### src/rtl/div_pkg.sv
// Shared definitions for the iterative radix-2 divider: FSM state encoding
// and the conditional two's-complement negate used for sign handling.
package div_pkg;

  typedef enum logic [1:0] {
    DIV_IDLE = 2'b00,
    DIV_CALC = 2'b01,
    DIV_FIX  = 2'b10,
    DIV_DONE = 2'b11
  } div_state_e;

  // Widest operand the negate helper covers; callers zero-extend, then truncate.
  localparam int DIV_MAX_W = 128;

  function automatic logic [DIV_MAX_W-1:0] div_cond_neg(
    input logic [DIV_MAX_W-1:0] val,
    input logic                 neg
  );
    logic [DIV_MAX_W-1:0] res;
    if (neg) begin
      res = ~val + {{(DIV_MAX_W-1){1'b0}}, 1'b1};
    end else begin
      res = val;
    end
    return res;
  endfunction

endpackage

### src/rtl/div_multi_step.sv
// One restoring-division step: shift the next dividend bit into the partial
// remainder and subtract the divisor when it fits.
module div_step #(
  parameter int WIDTH = 32
) (
  input  logic [WIDTH-1:0] partial_rem,
  input  logic             dividend_bit,
  input  logic [WIDTH-1:0] divisor,
  output logic [WIDTH-1:0] rem_next,
  output logic             quot_bit
);

  logic [WIDTH:0] shifted_s;
  logic [WIDTH:0] trial_s;

  // Partial remainder is always below the divisor, so bit WIDTH of the trial is the borrow.
  always_comb begin
    shifted_s = {partial_rem, dividend_bit};
    trial_s   = shifted_s - {1'b0, divisor};
    if (trial_s[WIDTH]) begin
      rem_next = shifted_s[WIDTH-1:0];
      quot_bit = 1'b0;
    end else begin
      rem_next = trial_s[WIDTH-1:0];
      quot_bit = 1'b1;
    end
  end

endmodule

### src/rtl/div_multi.sv
// Iterative radix-2 restoring divider, signed/unsigned, one quotient bit per
// cycle, with defined divide-by-zero result and a cancel input.
module div_multi
  import div_pkg::*;
#(
  parameter int WIDTH = 32
) (
  input  logic               clk,
  input  logic               reset,
  input  logic [WIDTH-1:0]   opdata1_i,
  input  logic [WIDTH-1:0]   opdata2_i,
  input  logic               signed_div_i,
  input  logic               start_i,
  input  logic               annul_i,
  output logic [2*WIDTH-1:0] result_o,
  output logic               ready_o,
  output logic               busy_o,
  output logic               div_by_zero_o
);

  localparam int CNT_W = $clog2(WIDTH + 1);
  localparam logic [CNT_W-1:0] LAST_CNT = CNT_W'(WIDTH - 1);

  div_state_e       state_r;
  logic [CNT_W-1:0] cnt_r;
  logic [WIDTH-1:0] dividend_r;
  logic [WIDTH-1:0] divisor_r;
  logic [WIDTH-1:0] rem_r;
  logic [WIDTH-1:0] quot_r;
  logic             sign_1_r;
  logic             sign_2_r;

  logic             sign_1_s;
  logic             sign_2_s;
  logic [WIDTH-1:0] mag_1_s;
  logic [WIDTH-1:0] mag_2_s;
  logic [WIDTH-1:0] quot_fix_s;
  logic [WIDTH-1:0] rem_fix_s;
  logic [WIDTH-1:0] step_rem_s;
  logic             step_quot_s;

  div_step #(
    .WIDTH(WIDTH)
  ) u_step (
    .partial_rem (rem_r),
    .dividend_bit(dividend_r[WIDTH-1]),
    .divisor     (divisor_r),
    .rem_next    (step_rem_s),
    .quot_bit    (step_quot_s)
  );

  // Operand magnitudes at accept and sign-corrected results for the fix-up cycle.
  always_comb begin
    sign_1_s   = opdata1_i[WIDTH-1] & signed_div_i;
    sign_2_s   = opdata2_i[WIDTH-1] & signed_div_i;
    mag_1_s    = WIDTH'(div_cond_neg(DIV_MAX_W'(opdata1_i), sign_1_s));
    mag_2_s    = WIDTH'(div_cond_neg(DIV_MAX_W'(opdata2_i), sign_2_s));
    quot_fix_s = WIDTH'(div_cond_neg(DIV_MAX_W'(quot_r), sign_1_r ^ sign_2_r));
    rem_fix_s  = WIDTH'(div_cond_neg(DIV_MAX_W'(rem_r), sign_1_r));
  end

  // Control FSM, iteration datapath and registered outputs.
  always_ff @(posedge clk) begin
    if (reset) begin
      state_r       <= DIV_IDLE;
      cnt_r         <= {CNT_W{1'b0}};
      dividend_r    <= {WIDTH{1'b0}};
      divisor_r     <= {WIDTH{1'b0}};
      rem_r         <= {WIDTH{1'b0}};
      quot_r        <= {WIDTH{1'b0}};
      sign_1_r      <= 1'b0;
      sign_2_r      <= 1'b0;
      result_o      <= {(2*WIDTH){1'b0}};
      ready_o       <= 1'b0;
      busy_o        <= 1'b0;
      div_by_zero_o <= 1'b0;
    end else begin
      case (state_r)
        DIV_IDLE: begin
          result_o      <= {(2*WIDTH){1'b0}};
          ready_o       <= 1'b0;
          busy_o        <= 1'b0;
          div_by_zero_o <= 1'b0;
          if (start_i && !annul_i) begin
            if (opdata2_i == {WIDTH{1'b0}}) begin
              state_r       <= DIV_DONE;
              result_o      <= {opdata1_i, {WIDTH{1'b1}}};
              ready_o       <= 1'b1;
              div_by_zero_o <= 1'b1;
            end else begin
              state_r    <= DIV_CALC;
              busy_o     <= 1'b1;
              sign_1_r   <= sign_1_s;
              sign_2_r   <= sign_2_s;
              dividend_r <= mag_1_s;
              divisor_r  <= mag_2_s;
              rem_r      <= {WIDTH{1'b0}};
              quot_r     <= {WIDTH{1'b0}};
              cnt_r      <= {CNT_W{1'b0}};
            end
          end
        end
        DIV_CALC: begin
          if (annul_i) begin
            state_r <= DIV_IDLE;
            busy_o  <= 1'b0;
          end else begin
            rem_r      <= step_rem_s;
            quot_r     <= {quot_r[WIDTH-2:0], step_quot_s};
            dividend_r <= {dividend_r[WIDTH-2:0], 1'b0};
            cnt_r      <= cnt_r + CNT_W'(1);
            if (cnt_r == LAST_CNT) begin
              state_r <= DIV_FIX;
            end
          end
        end
        DIV_FIX: begin
          busy_o <= 1'b0;
          if (annul_i) begin
            state_r <= DIV_IDLE;
          end else begin
            state_r       <= DIV_DONE;
            result_o      <= {rem_fix_s, quot_fix_s};
            ready_o       <= 1'b1;
            div_by_zero_o <= 1'b0;
          end
        end
        DIV_DONE: begin
          // Result is held until the requester drops start_i.
          if (!start_i) begin
            state_r       <= DIV_IDLE;
            result_o      <= {(2*WIDTH){1'b0}};
            ready_o       <= 1'b0;
            div_by_zero_o <= 1'b0;
          end
        end
        default: begin
          state_r       <= DIV_IDLE;
          result_o      <= {(2*WIDTH){1'b0}};
          ready_o       <= 1'b0;
          busy_o        <= 1'b0;
          div_by_zero_o <= 1'b0;
        end
      endcase
    end
  end

endmodule

### config.mk
export PLATFORM = sky130hd
export DESIGN_NAME = div_multi
export DESIGN_NICKNAME = d
export VERILOG_FILES = /design/src/rtl/div_pkg.sv /design/src/rtl/div_multi_step.sv /design/src/rtl/div_multi.sv
export SDC_FILE = /design/constraint.sdc
export NUM_CORES = 1
export LEC_CHECK = 0
export CAP_MARGIN = 25
export CORE_ASPECT_RATIO = 0.8
export CORE_MARGIN = 2
export CORE_UTILIZATION = 64
export CTS_BUF_LIST = sky130_fd_sc_hd__clkbuf_8
export DETAILED_ROUTE_END_ITERATION = 8
export PLACE_DENSITY_LB_ADDON = 0.3
export REMOVE_ABC_BUFFERS = 1
export SLEW_MARGIN = 40
export SYNTH_ARGS = -nofsm -noshare
export SYNTH_HDL_FRONTEND = slang
export SYNTH_SLANG_ARGS = --single-unit
export TNS_END_PERCENT = 10
### constraint.sdc
create_clock -name clk -period 5 [get_ports clk]
set_clock_uncertainty 0.15 [all_clocks]
set_input_delay 0.75 -clock clk [delete_from_list [all_inputs] [get_ports clk]]
set_output_delay 0.75 -clock clk [all_outputs]
set_load 0.1 [all_outputs]
==> results.py <==
metrics = {
    "outcome": {
        "status": "finished, final reports clean",
    },
    "clock_tree": {
        "post_cts_resized": 0,
        "postCtsHoldBufs": 0,
        "cts_htree_levels": 2,
        "cts_tree": "built",
        "clk_pin_slew_ns": 0.07,
        "cts.sinks": 205,
        "root_buffer": "clkbuf_8",
        "clockBufferDepth": 3,
        "cts_buffers": 34,
        "cts_setup_buffers": 0,
        "insertion_delay_ns": 0.53,
    },
    "setup_path": {
        "cpPeakStageDelay_ns": 0.58,
        "worstSetupPathType": "reg2reg",
        "cp-end-kind": "flip-flop",
        "endpoint": "rem_r[16]$_SDFFE_PP0P_",
        "reg2reg_slack_ns": 0.56,
        "r2r_end": "rem_r[16]$_SDFFE_PP0P_",
        "r2r_cells": 13,
        "required_ns": 5.24,
        "startpoint": "dividend_r[31]$_SDFFE_PP0P_",
        "crit_path_start_kind": "flip-flop",
        "rr_startpoint": "dividend_r[31]$_SDFFE_PP0P_",
        "cp_max_fo": 31,
        "crit_arrival_ns": 4.69,
        "critical_path.cell_chain": "inv_1 > ha_1 > fa_1 > nand2b_1 > a21oi_1 > o22ai_1 > o21ai_0 > a311oi_1 > a21oi_1 > xor2_4 > buf_4 > mux2i_1 > o21ai_0",
        "slowest_stage": "o21ai_0",
    },
    "synthesis": {
        "yosys-top-cells-area": "dfxtp_1, nand2_1, xnor2_1",
        "synth.avg_cell_area_um2": 7.60,
        "synth_top_area_share_pct": 32.8,
        "synthCells": 1648,
        "ys_seq_area_share_pct": 32.8,
        "yosysWarningCount": 0,
        "synth_top_area_cell": "dfxtp_1",
        "synth-edff-count": 0,
        "synth_cell_types": 69,
        "ys.flop_type": "dfxtp_1",
        "synthArstFlopShare_pct": 0,
        "netlist_area_um2": 12500,
        "synth_seq_cells": 205,
    },
    "timing": {
        "fmax_mhz": 225,
        "finalCriticalPeriod_ns": 4.44,
        "setup_viol": 0,
        "rsz0062_at_grt": "false",
        "hold_violations": 0,
        "worst_slew_margin_rel_pct": 45.5,
        "post-route-period-util_pct": 88.8,
        "final_max_slew_viol_count": 0,
        "setup_tns_ns": 0,
        "tightest_slew_ns": 0.818,
    },
    "routing": {
        "antenna_left": 0,
        "firstDrtPassIters": 8,
        "vias_per_cell": 6.28,
        "wl_um": 35400,
        "via_count": 12600,
        "wl_per_cell_um": 17.6,
        "drt_iter0_drc": 1517,
        "drc": 0,
    },
    "final_layout": {
        "finish.instance_area_um2": 14300,
        "register_area_um2": 4100,
        "diodes": 0,
        "syn_to_final_growth_pct": 13.9,
        "fill_cells": 1493,
        "layout_commonest_cell": "nand2_1",
        "nets": 1843,
        "fin_cells": 2012,
        "drive_gt1_share_pct": 9.29,
        "final_cell_mix": "nand2_1, dfxtp_1, a21oi_1",
        "multiInputGateArea_um2": 7840,
    },
    "die": {
        "die-area_um2": 20700,
        "pin_count": 136,
        "die_w_um": 160,
        "row_count": 45,
        "core_area_um2": 19100,
        "initial_core_util_pct": 65.7,
        "die_y_um": 129,
    },
    "global_route": {
        "grt_max_degree": 119,
        "gr-total-overflow": 0,
        "grt_pass1_wl_um": 57200,
        "antenna_found_initial": 0,
        "grtUsageTotal_pct": 33.2,
        "grt_pass1_vias": 11500,
    },
    "run": {
        "drv_cap": 0,
    },
    "pwr": {
        "power_w": 0.00588,
        "cellPowerDensity_nw_per_um2": 412,
        "ir_drop_uv": 296,
        "power.leakage_nw": 5.47,
    },
    "placed_design": {
        "placed_cell_area_um2": 13600,
        "place_inst": 1952,
        "routabilityCongestion": 0.973,
        "hpwl_um": 24600,
        "io_buffers": 135,
    },
    "worst_hold_path": {
        "min_path_type": "reg2reg",
    },
}
how the worst min path moves through the flow:
stage	slack, ns	from	to	cells after the start
2_1_floorplan	0.28	divisor_r[31]$_SDFFE_PP0P_	divisor_r[31]$_SDFFE_PP0P_	2
3_3_place_gp	0.29	dividend_r[18]$_SDFFE_PP0P_	dividend_r[18]$_SDFFE_PP0P_	2
3_5_place_dp	0.30	dividend_r[29]$_SDFFE_PP0P_	dividend_r[29]$_SDFFE_PP0P_	2
4_1_cts	0.31	dividend_r[29]$_SDFFE_PP0P_	dividend_r[29]$_SDFFE_PP0P_	2
5_1_grt	0.32	dividend_r[4]$_SDFFE_PP0P_	dividend_r[4]$_SDFFE_PP0P_	2
6_report	0.31	dividend_r[29]$_SDFFE_PP0P_	dividend_r[29]$_SDFFE_PP0P_	2
state kept, by name (all words and copies together) (netlist names), 2 cells and up:
| name | cells |
|---|---|
| result_o | 64 |
| dividend_r | 32 |
| divisor_r | 32 |
| quot_r | 32 |
| rem_r | 32 |
| cnt_r | 6 |
| state_r | 2 |
through the flow:
stage	setup slack, ns	hold WS, ns	util [%]
after CTS	0.731	0.308	74.7
after floorplan	-0.308	0.276	-
after global routing	0.353	0.323	74.8
final	0.558	0.308	74.8
after global placement	0.800	0.291	72.9
after detailed placement	0.693	0.298	71.3
metal layers:
metal / vias up / track usage, % / share of wire [%]
li1: 6004 / - / -
met1: 5906 / 48.0 / 44
met2: 650 / 51.6 / 43
met3: 67 / 4.77 / 10
met4: 0 / 10.5 / 2.2
met5: - / 0 / 0
kinds of logic (layout without fill, tap and decap cells):
kind of cell | after synthesis | count (layout) | share of synthesized area [%]
AO/OA/AOI/OAI | 465 | 465 | 23.1
flip-flops | 205 | 205 | 32.8
AND/OR/NAND/NOR | 598 | 598 | 21.8
adder cells (fa/ha/maj) | 44 | 44 | 4.45
XOR/XNOR | 152 | 152 | 10.6
buffers and inverters | 157 | 263 | 5.18
multiplexers | 27 | 27 | 2.17
area by class of cell:
| cell class | count | share of cell area [%] |
|---|---|---|
| multi-input combinational | 1286 | 54.9 |
| sequential | 205 | 28.7 |
| timing repair buffer | 151 | 8.03 |
| clock buffer | 43 | 4.15 |
| tap | 258 | 2.26 |
| inverter | 52 | 1.37 |
| clock inverter | 17 | 0.517 |
cell usage after synthesis (3+ instances only):
cell type	count
a21oi_1	158
a221oi_1	14
or2_2	4
buf_1	6
nand4_1	8
a311oi_1	12
o41ai_1	10
mux2i_1	26
o21bai_1	3
and2_1	7
dfxtp_1	205
inv_1	52
a211o_1	4
o21a_1	9
o21ai_1	5
o211ai_1	8
or4_1	10
clkbuf_1	72
buf_2	18
xnor2_1	102
nor3_1	32
and3_1	5
a32oi_1	9
o31ai_1	16
ha_1	43
a31oi_1	23
nor3b_1	6
xor2_1	50
nor2b_1	7
a211oi_1	34
a21o_1	14
o21ai_0	113
nor4_1	15
or3_1	11
buf_4	8
nor2_1	141
a22oi_1	14
or3_4	4
nand2b_1	11
nand3_1	69
nand2_1	255
worst max-delay path: cells and delay by family (launching register included):
family | cells | cell delay, ns
DFF | 1 | 0.31
AOI/OAI and AO/OA | 6 | 2.02
muxes | 1 | 0.27
buffers and inverters | 2 | 0.54
adders and majority gates | 2 | 0.64
xor gates and xnor gates | 1 | 0.16
and+or+nand+nor | 1 | 0.20
power by group:
| part | total (W) | switching (W) | internal, W | leakage [nW] |
|---|---|---|---|---|
| Combinational | 0.00246 | 0.00177 | 0.000695 | 3.42 |
| Clock | 0.00148 | 0.000705 | 0.000774 | 0.387 |
| Sequential | 0.00194 | 0.000109 | 0.00183 | 1.66 |
| Total | 0.00588 | 0.00258 | 0.00330 | 5.47 |
Note: power is estimated with default switching activity, not from simulation.
